===== config.mk =====
export PLATFORM = sky130hd
export DESIGN_NAME = ifu_prefetch
export DESIGN_NICKNAME = d
export VERILOG_FILES = /design/src/rtl/ifu_prefetch.sv
export SDC_FILE = /design/constraint.sdc
export NUM_CORES = 1
export LEC_CHECK = 0
export BUFFER_PORTS_ARGS = -buffer_cell sky130_fd_sc_hd__buf_2
export CORE_MARGIN = 1
export CORE_UTILIZATION = 55
export CTS_BUF_LIST = sky130_fd_sc_hd__clkbuf_2 sky130_fd_sc_hd__clkbuf_4 sky130_fd_sc_hd__clkbuf_8
export DETAILED_ROUTE_END_ITERATION = 6
export PLACE_DENSITY = 0.79
export SLEW_MARGIN = 20
export SYNTH_ARGS = -nofsm -noshare
export SYNTH_HDL_FRONTEND = slang
export SYNTH_SLANG_ARGS = --single-unit

===== constraint.sdc =====
create_clock -name clk -period 3.7 [get_ports clk]
set_input_delay 0.185 -clock clk [delete_from_list [all_inputs] [get_ports clk]]
set_output_delay 0.185 -clock clk [all_outputs]
set_load 0.05 [all_outputs]

===== src/rtl/ifu_prefetch.sv =====
// Instruction-fetch unit: valid/ready imem requests, in-order prefetch queue,
// redirect with squash of in-flight responses, fault halt and ebreak/ecall tags.
module ifu_prefetch #(
  parameter int unsigned     XLEN     = 32,
  parameter int unsigned     DEPTH    = 4,
  parameter logic [XLEN-1:0] RESET_PC = 'h8000_0000
) (
  input  logic            clk,
  input  logic            rstn,
  output logic            imem_req_valid,
  input  logic            imem_req_ready,
  output logic [XLEN-1:0] imem_req_addr,
  input  logic            imem_rsp_valid,
  input  logic [31:0]     imem_rsp_data,
  input  logic            imem_rsp_err,
  input  logic            redirect_valid,
  input  logic [XLEN-1:0] redirect_pc,
  output logic            inst_valid,
  input  logic            inst_ready,
  output logic [31:0]     inst_data,
  output logic [XLEN-1:0] inst_pc,
  output logic            inst_err,
  output logic            inst_is_ebreak,
  output logic            inst_is_ecall
);
  localparam int AW = $clog2(DEPTH);
  localparam int CW = $clog2(DEPTH + 1);
  localparam int SW = CW + 2;

  logic [XLEN-1:0]             r_fetch_pc, r_rsp_pc;
  logic [DEPTH-1:0][31:0]      r_data;
  logic [DEPTH-1:0][XLEN-1:0]  r_pc;
  logic [DEPTH-1:0]            r_err;
  logic [AW-1:0]               r_rd_ptr, r_wr_ptr;
  logic [CW-1:0]               r_count, r_inflight, r_drop_cnt;
  logic                        r_halted;

  logic [SW-1:0]   w_credit_sum, w_outstanding, w_redir_drop;
  logic [XLEN-1:0] w_redir_pc;
  logic            w_req_valid, w_req_fire, w_rsp_drop, w_push, w_inst_valid, w_pop;

  // Every request holds a slot until its response is either queued or discarded,
  // so a response can never find the queue full.
  assign w_credit_sum  = SW'(r_count) + SW'(r_inflight) + SW'(r_drop_cnt);
  assign w_outstanding = SW'(r_drop_cnt) + SW'(r_inflight);
  assign w_redir_drop  = (imem_rsp_valid && w_outstanding != '0) ? w_outstanding - SW'(1)
                                                                 : w_outstanding;
  assign w_redir_pc    = redirect_pc & ~XLEN'(3);

  assign w_req_valid  = rstn & ~r_halted & ~redirect_valid & (w_credit_sum < SW'(DEPTH));
  assign w_req_fire   = w_req_valid & imem_req_ready;
  assign w_rsp_drop   = imem_rsp_valid & (r_drop_cnt != '0);
  assign w_push       = imem_rsp_valid & (r_drop_cnt == '0) & (r_inflight != '0) & ~redirect_valid;
  assign w_inst_valid = rstn & ~redirect_valid & (r_count != '0);
  assign w_pop        = w_inst_valid & inst_ready;

  always_ff @(posedge clk) begin
    if (!rstn) begin
      r_fetch_pc <= RESET_PC;
      r_rsp_pc   <= RESET_PC;
      r_rd_ptr   <= '0;
      r_wr_ptr   <= '0;
      r_count    <= '0;
      r_inflight <= '0;
      r_drop_cnt <= '0;
      r_halted   <= 1'b0;
    end else if (redirect_valid) begin
      r_fetch_pc <= w_redir_pc;
      r_rsp_pc   <= w_redir_pc;
      r_rd_ptr   <= '0;
      r_wr_ptr   <= '0;
      r_count    <= '0;
      r_inflight <= '0;
      r_drop_cnt <= CW'(w_redir_drop);
      r_halted   <= 1'b0;
    end else begin
      if (w_req_fire) r_fetch_pc <= r_fetch_pc + XLEN'(4);
      if (w_rsp_drop) r_drop_cnt <= r_drop_cnt - CW'(1);
      if (w_push) begin
        r_rsp_pc <= r_rsp_pc + XLEN'(4);
        r_wr_ptr <= r_wr_ptr + AW'(1);
        if (imem_rsp_err) r_halted <= 1'b1;
      end
      if (w_pop) r_rd_ptr <= r_rd_ptr + AW'(1);
      r_inflight <= r_inflight + CW'(w_req_fire) - CW'(w_push);
      r_count    <= r_count + CW'(w_push) - CW'(w_pop);
    end
  end

  always_ff @(posedge clk) begin
    if (w_push) begin
      r_data[r_wr_ptr] <= imem_rsp_data;
      r_pc[r_wr_ptr]   <= r_rsp_pc;
      r_err[r_wr_ptr]  <= imem_rsp_err;
    end
  end

  assign imem_req_valid = w_req_valid;
  assign imem_req_addr  = rstn ? r_fetch_pc : '0;
  assign inst_valid     = w_inst_valid;
  assign inst_data      = rstn ? r_data[r_rd_ptr] : '0;
  assign inst_pc        = rstn ? r_pc[r_rd_ptr] : '0;
  assign inst_err       = rstn & r_err[r_rd_ptr];
  assign inst_is_ebreak = w_inst_valid & (r_data[r_rd_ptr] == 32'h0010_0073);
  assign inst_is_ecall  = w_inst_valid & (r_data[r_rd_ptr] == 32'h0000_0073);

  // A response with nothing outstanding is a memory-side protocol violation.
  a_no_orphan_rsp: assert property (@(posedge clk) disable iff (!rstn)
    !(imem_rsp_valid && r_inflight == '0 && r_drop_cnt == '0));
endmodule

Word-level counts from Yosys, hierarchy flattened:

Index checks and enable logic that the tools add are counted.

* register bits: 338
* input bits: 71
* output and inout port bits: 101
* logic and storage cells: 90

* $add $sub $neg: 13
* magnitude comparators: 4
* equal/unequal tests: 2
* muxes and demuxes: 23
* bitwise logic cells: 17
* reductions and logical operators: 12

Operator list (number)
* 2-to-1 mux 32 bit: 10
* bitwise mux 128 bit: 2
* binary-select mux 32 bit (select 2 bit): 2
* adder 32 x 3 -> 32 bit (second input constant): 2
* demux 32 bit (select 2 bit): 1
* == test 32 x 21 -> 1 bit (second input constant): 1
* == test 32 x 7 -> 1 bit (second input constant): 1
* bitwise AND 1 bit: 14
* 2-to-1 mux 3 bit: 3
* nonzero test 3 bit: 3
* adder 3 x 3 -> 4 bit: 2
* adder 3 x 1 -> 3 bit: 2
* < comparator 2 x 3 -> 1 bit (second input constant): 2
* nonzero test 2 bit: 3
* subtractor 3 x 1 -> 3 bit: 2
* subtractor 3 x 1 -> 3 bit (second input constant): 2
* adder 4 x 3 -> 5 bit: 1
* < comparator 5 x 3 -> 1 bit (second input constant): 1
* nonzero test 5 bit: 1
* adder 2 x 1 -> 2 bit (second input constant): 2
* bitwise mux 4 bit: 1
* logical NOT 3 bit: 1
* inverter 1 bit: 3
* binary-select mux 1 bit (select 2 bit): 1
* other kinds (6): 8

Longest topological paths before layout:

Gate-level depths: netlist of run 1.

* depth after elaboration: 7
* depth in mapped cells: 17
* gate-level depth less buffers: 16

Worst setup path after synthesis of run 1:

OpenSTA, ideal clock, no wires.

* path type: flip-flop to flip-flop
* start: register r_inflight[1]
* end: register r_inflight[2]
* library setup time: 0.128 ns
* arrival: 3.495 ns
* data required time: 3.572 ns
* setup slack: 0.077 ns
* cell stages (with the launch flop): 18
* path buffers: 1
* period minus slack after synthesis: 3.623 ns
* cells stage by stage: dfxtp_1 > inv_1 > fa_1 > nor2_1 > fa_1 > nor3b_1 > o221ai_2 > nor2_1 > inv_2 > buf_2 > ha_1 > inv_1 > ha_1 > inv_1 > fa_1 > xnor2_1 > xnor2_1 > nor2_1

* cells in the longest elaborated chain, start to end: 7
* elaborated cells between the ends (all ways): 10
* those cells by class: add/sub: 4; order compare: 1; bitwise: 4; reduce/logical: 1

RTL lines
* from (decl): line 35 `logic [CW-1:0] r_count, r_inflight, r_drop_cnt;`
* from (signal assigned): line 85 `r_inflight <= r_inflight + CW'(w_req_fire) - CW'(w_push);`
* adder 3 x 3 -> 4 bit: line 44 `assign w_credit_sum = SW'(r_count) + SW'(r_inflight) + SW'(r_drop_cnt);`
* adder 4 x 3 -> 5 bit: line 44
* < comparator 5 x 3 -> 1 bit: line 50 `assign w_req_valid = rstn & ~r_halted & ~redirect_valid & (w_credit_sum < SW'(DEPTH));`
* bitwise AND 1 bit: line 50
* bitwise AND 1 bit: line 51 `assign w_req_fire = w_req_valid & imem_req_ready;`
* adder 3 x 1 -> 3 bit: line 85
* subtractor 3 x 1 -> 3 bit (*): line 85

Every way passes the cells marked *; elsewhere a longest branch is shown, timed or not.
A chain may end at the register's enable or synchronous reset.

Worst setup path in the final report of run 1:

* start: register r_rd_ptr[0]
* end: output inst_is_ecall

* cells in the longest elaborated chain, start to end: 4

RTL lines
* from (decl): line 34 `logic [AW-1:0] r_rd_ptr, r_wr_ptr;`
* from (signal assigned): line 84 `if (w_pop) r_rd_ptr <= r_rd_ptr + AW'(1);`
* binary-select mux 32 bit (select 2 bit): line 105 `assign inst_is_ecall = w_inst_valid & (r_data[r_rd_ptr] == 32'h0000_0073);`
* 2-to-1 mux 32 bit (implied by the code): line 105
* == test 32 x 7 -> 1 bit: line 105
* bitwise AND 1 bit: line 105
* to (decl): line 24 `output logic inst_is_ecall`

No other way between the ends. The select of a mux whose other input is x is not followed.

==> impl_metrics.yaml, run 1 <==
logic_synthesis:
  netlist_area_um2: 14300
  synth.avg_cell_area_um2: 14.5
  yosys_most_used_dff: "edfxtp_1"
  ys_seq_area_share_pct: 63.2
  synth_top_cell_area_share_pct: 52.9
  async_reset_ff_share_pct: 0
  synthCells: 986
  synth_edf_count: 252
  synth_area_leader_cell: "edfxtp_1"
  ys_ff_latch: 326
  synthTopCellsByArea: "edfxtp_1, dfxtp_1, mux4_2"
  synth_cell_types: 69
  ys.warnings.count: 0
placed_design:
  hpwl_mm: 20.2
  place_area_um2: 15500
  io_buffers: 165
  gp_congestion: 0.892
timing:
  hold_viol: 0
  min_period_ps: 3520
  finClkSkew_ps: 41.5
  tns_ps: 0
  relSlewSlack_pct: 50.3
  grt_setup_unrepaired: "false"
  fin_crit_sh_pct: 95.2
  tightest_slew_ps: 739
  final-max-slew-violation-count: 0
  setup_viol: 0
  fmax_mhz: 284
power_and_ir_drop:
  p_leak_nw: 6.14
  vdd_drop_max_v: 0.000260
  report.power.total_mw: 7.68
  cellPowerDensity_nw_per_um2: 448
grt:
  gr-usage-all-layers_pct: 23.9
  grt_pass1_vias: 9051
  antenna_found_initial: 0
  grt.overflow.total: 0
  grt_max_degree: 85
  grt_pass1_wl_mm: 48.9
setup_path:
  critPathLaunchType: "register"
  worstSetupEndpointType: "output pin"
  path_max_fanout: 19
  cp_cell_sequence: "buf_6 > mux4_1 > or4_1 > nor4_1 > and3b_1 > buf_2"
  crit_slowest_cell: "mux4_1"
  critPathKind: "register to output pin"
  cp_top_family: "simple AND/OR/NAND/NOR gates"
  crit_required_ps: 3510
  cpPeakStageDelay_ps: 640
  crit_arrival_ps: 3340
  crit_buf_inv: 2
layout:
  antenna_cells: 0
  final_cell_mix: "edfxtp_1, buf_2, and2_1"
  fin_area_um2: 17200
  multiInputGateArea_um2: 4910
  layout_commonest_cell: "edfxtp_1"
  nNetsFinal: 1332
  seq_area_um2: 9050
  fillers: 1712
  area_growth_pct: 19.9
  drive_gt1_share_pct: 26.0
die:
  rows: 58
  die-height_um: 163
  die-area_um2: 26700
  start_util_pct: 56.5
  die_x_um: 163
  coreArea_um2: 25300
  pin_count: 172
clock_tree:
  insertion_delay_ps: 580
  cts_tree: "done"
  cts_buffer_depth: 3
  cts-root-buf: "clkbuf_8"
  clkSinkCount: 326
  clkTransAtPathRegs_ps: 70
  cts-htree-levels: 2
  cts_buffers: 51
run_status:
  status: "finished clean"
route:
  drc: 0
  ant_nets: 0
  wl_per_cell_um: 19.7
  drt-initial-drc-count: 710
  num_vias: 9321
  wl_mm: 31.5
  first_pass_iters: 5
  viasPerCell: 5.81
job:
  max-cap-violations: 0
hold_path:
  hold_class: "primary input to register"
==> state kept, by name, indices dropped and copies added (netlist names), 2 cells and up <==
name / count
r_err: 4
r_count: 3
r_fetch_pc: 30
r_drop_cnt: 3
r_wr_ptr: 2
r_rsp_pc: 30
r_data: 128
r_pc: 120
r_inflight: 3
r_rd_ptr: 2
==> cells by family (layout without fill, tap and decap cells) <==
family / after synthesis / count (layout) / share of synthesized area (%)
flip-flops: 326 / 326 / 63.2
AND/OR/NAND/NOR: 309 / 309 / 12.3
AO/OA/AOI/OAI: 138 / 138 / 6.15
buffers and inverters: 82 / 367 / 2.76
multiplexers: 65 / 65 / 10.6
XOR/XNOR: 41 / 41 / 2.51
adder cells (fa/ha/maj): 24 / 24 / 2.41
other: 1 / 4 / 0.0262
==> worst paths after layout <==
path,startpoint,to,slack [ps],depth (start not counted)
worst max register to register,r_inflight[2],r_inflight[2],280,16
worst min register to register,r_wr_ptr[0],r_wr_ptr[0],500,2
worst min-delay path,inst_ready,r_rd_ptr[1],30,4
worst max-delay path,r_rd_ptr[0],inst_is_ecall,180,6
==> Yosys cell counts, drive strengths merged, types with 6 or more instances <==
master	instances
edfxtp	252
and2	96
dfxtp	74
mux4	63
nand2	48
o21ai	38
clkbuf	37
a21oi	36
nand3	31
xnor2	30
inv	26
nor2	25
nor4	20
buf	19
ha	18
nor3	18
nand4	16
and3	15
xor2	11
a31oi	10
and4	9
or4	7
fa	6
o211ai	6
o31ai	6
or3	6
==> cell type report <==
cell class	instances	area share, %
Clock buffer	76	5.29
Clock inverter	14	0.612
Inverter	26	0.569
Multi-Input combinational cell	581	28.6
Sequential cell	326	52.7
Tap cell	330	2.41
Timing Repair Buffer	251	9.80
==> where the power goes <==
part	internal, mW	switching (mW)
clock network	1.64	1.36
logic	0.223	0.367
registers	4.00	0.0904
==> layer usage <==
metal / vias to the layer above / global-route usage [%] / share of wire (%)
li1: 4321 / - / -
met1: 4536 / 33.7 / 43
met2: 406 / 38.0 / 47
met3: 58 / 4.19 / 7.0
met4: 0 / 7.48 / 2.4
met5: - / 0 / 0
==> timing repair <==
| item | 4_1_cts | 5_1_grt |
|---|---|---|
| setup buffers | 0 | 0 |
| endpoints found under the setup margin | 0 | 3 |
| resized for setup | 0 | 5 |
| hold endpoints to repair | 189 | 0 |
| hold buffers | 62 | 0 |
==> worst reg2reg max path, cell delays in order, from the launching register on <==
cell and delay [ps]:
dfxtp_1 420, inv_1 90, fa_1 510, inv_1 70
ha_1 280, or3b_1 400, o221ai_2 200, nor2_1 90
inv_2 60, ha_1 220, inv_1 60, ha_1 130
inv_1 50, fa_1 370, xnor2_1 170, xnor2_1 140
nor2_1 60
==> metrics by stage <==
step,instances,util (%),setup slack (ps),hold slack (ps)
finish,1604,67.8,177,32.6
detailed placement,1452,61.2,225,403
global route,1604,67.8,23.6,37.1
floorplan,989,-,77.3,284
CTS,1604,67.7,30.1,6.16
global placement,1452,61.2,331,396
Power figures use the tool's default switching activity.
==> inputs of run 2 (changes only) <==
- ABC_AREA: default -> 1
- CORE_UTILIZATION: 55 -> 40
- CTS_CLUSTER_DIAMETER: default -> 50
- PLACE_DENSITY: 0.79 -> default
==> run 2 against run 1 <==
Clock power is 11% higher. Setup slack better by 100 ps. Clock skew is 13 ps lower. Final cell count is 56% higher. Die area is 47% higher. Largest power group unchanged.
==> impl_metrics.yaml, run 2 <==
route:
  drt-initial-drc-count: 743
  viasPerCell: 4.92
  ant_nets: 0
  first_pass_iters: 5
  num_vias: 12333
  wl_mm: 40.6
  drc: 0
  wl_per_cell_um: 16.2
clock_tree:
  clkSinkCount: 326
  cts-htree-levels: 2
  clkTransAtPathRegs_ps: 60
  insertion_delay_ps: 640
  cts_buffer_depth: 3
  cts_buffers: 55
  cts-root-buf: "clkbuf_8"
  cts_tree: "done"
  cts_resized: 0
logic_synthesis:
  synthCells: 1717
  synthSimpleGateAreaFrac_pct: 23.3
  yosys_most_used_dff: "edfxtp_1"
  synth_cell_types: 37
  synth_area_leader_cell: "edfxtp_1"
  ys_seq_area_share_pct: 58.7
  synth_compound_area_share_pct: 7.50
  synth_top_cell_area_share_pct: 49.1
  synth_most_common_cell: "nand2_1"
  async_reset_ff_share_pct: 0
  synth_top_family_by_area: "simple AND/OR/NAND/NOR gates"
  synth_xor_area_share_pct: 1.82
  ys_ff_latch: 326
  ys.warnings.count: 0
  yosys-top-cells-count: "nand2_1, nor2_1, edfxtp_1"
  synthAdderAreaFrac_pct: 2.24
  synth_edf_count: 252
  synthMuxAreaShare_pct: 0
  synthTopCellsByArea: "edfxtp_1, nand2_1, dfxtp_1"
  synth.avg_cell_area_um2: 8.97
  netlist_area_um2: 15400
grt:
  grt_max_degree: 129
  antenna_found_initial: 0
  grt_pass1_vias: 11794
  grt.overflow.total: 0
  gr-usage-all-layers_pct: 20.8
  grt_pass1_wl_mm: 63.2
timing:
  finClkSkew_ps: 28.2
  grt_setup_unrepaired: "false"
  tns_ps: 0
  hold_slack_ps: 59.7
  tightest_slew_ps: 832
  hold_viol: 0
  fmax_mhz: 292
  final-max-slew-violation-count: 0
  setup_viol: 0
  min_period_ps: 3420
  fin_crit_sh_pct: 92.4
  worst_slack_ps: 281
  relSlewSlack_pct: 44.6
die:
  die-height_um: 198
  coreArea_um2: 37800
  pin_count: 172
  rows: 71
  die-area_um2: 39300
  start_util_pct: 40.8
  die_x_um: 198
layout:
  layout_commonest_cell: "nand2_1"
  reg.largest.list: "r_data x128, r_pc x120"
  final_cell_mix: "nand2_1, nor2_1, edfxtp_1"
  largest_reg_flops: 128
  area_growth_pct: 20.6
  fin_area_um2: 18600
  nNetsFinal: 2048
  final_core_utilization_pct: 49.2
  regMostFlops: "r_data"
  final-instance-count-excl-fill: 2508
  fillers: 3613
  antenna_cells: 0
  drive_gt1_share_pct: 15.3
setup_path:
  cpPeakStageDelay_ps: 500
  cp_top_family: "adder cells"
  crit_slowest_cell: "fa_1"
  cp_cell_sequence: "inv_1 > fa_1 > a21oi_1 > fa_1 > nor2_1 > nand2_2 > a21oi_2 > nand3_2 > ha_1 > inv_1 > ha_1 > inv_1 > fa_1 > or2_2 > a21oi_1"
  worstSetupEndpointType: "register"
  critPathKind: "register to register"
  crit_buf_inv: 3
  path_max_fanout: 4
  critPathLaunchType: "register"
  reg2reg_slack_ps: 280
  crit_arrival_ps: 3990
  crit_required_ps: 4270
power_and_ir_drop:
  p_leak_nw: 7.68
  cellPowerDensity_nw_per_um2: 431
  vdd_drop_max_v: 0.000231
  report.power.total_mw: 8.01
run_status:
  status: "finished clean"
placed_design:
  place_area_um2: 16700
  post-place-ws_ps: 288
  gp_congestion: 0.897
  hpwl_mm: 25.1
  io_buffers: 165
  dp_cells: 2337
hold_path:
  hold_class: "primary input to register"
job:
  max-cap-violations: 0
==> run 2: cell count changes in the layout (fill, tap and decap cells not counted), sizes merged, moves of 63 or more <==
cell   change
nor2     +271
inv      +118
mux4      -63
nand2    +400
nand3     +87
o21ai     +78
and2      -94
==> run 2: kinds of logic (layout without fill, tap and decap cells) <==
group,count (synthesis),after routing
and+or+nand+nor,886,886
AOI/OAI and AO/OA,221,221
DFF,326,326
xor gates and xnor gates,32,32
adders and majority gates,24,24
other,1,4
buffers and inverters,227,504
==> run 2: worst paths after layout <==
| path | startpoint | end | depth (start not counted) |
|---|---|---|---|
| worst min register to register | r_drop_cnt[2] | r_drop_cnt[2] | 2 |
| worst max register to register | r_count[1] | r_inflight[2] | 15 |
| worst min-delay path | imem_req_ready | r_fetch_pc[29] | 5 |
| worst max-delay path | r_count[1] | r_inflight[2] | 15 |
==> run 2: final cells by class <==
cell class | instances | area (um2) | area share, %
Clock buffer | 78 | 986 | 5.31
Clock inverter | 23 | 171 | 0.922
Inverter | 148 | 558 | 3.00
Multi-Input combinational cell | 1167 | 5420 | 29.2
Sequential cell | 326 | 9050 | 48.7
Tap cell | 511 | 639 | 3.44
Timing Repair Buffer | 255 | 1750 | 9.43
==> run 2: routing by layer <==
layer	global-route usage (%)	vias to the layer above	wire, um
met5	0	-	0
met4	6.57	0	910
met3	4.05	66	2500
met2	34.0	369	18800
met1	27.8	5775	18400
li1	-	6123	-
==> run 2: report_power, final <==
| group | internal (mW) | switching [mW] |
|---|---|---|
| sequential | 3.99 | 0.0901 |
| combinational | 0.205 | 0.396 |
| clock | 1.86 | 1.47 |
| total | 6.06 | 1.95 |
==> run 2: worst register-to-register path: cells and delay by family, from the launching register on <==
family | cells | cell delay (ps)
adders and majority gates | 5 | 1720
AOI/OAI and AO/OA | 3 | 450
and+or+nand+nor | 4 | 590
buffers and inverters | 3 | 200
DFF | 1 | 410
==> run 2: timing repair <==
| item | 4_1_cts | 5_1_grt |
|---|---|---|
| hold endpoints to repair | 203 | 0 |
| hold buffers | 70 | 0 |
| buffers inserted | 0 | 0 |
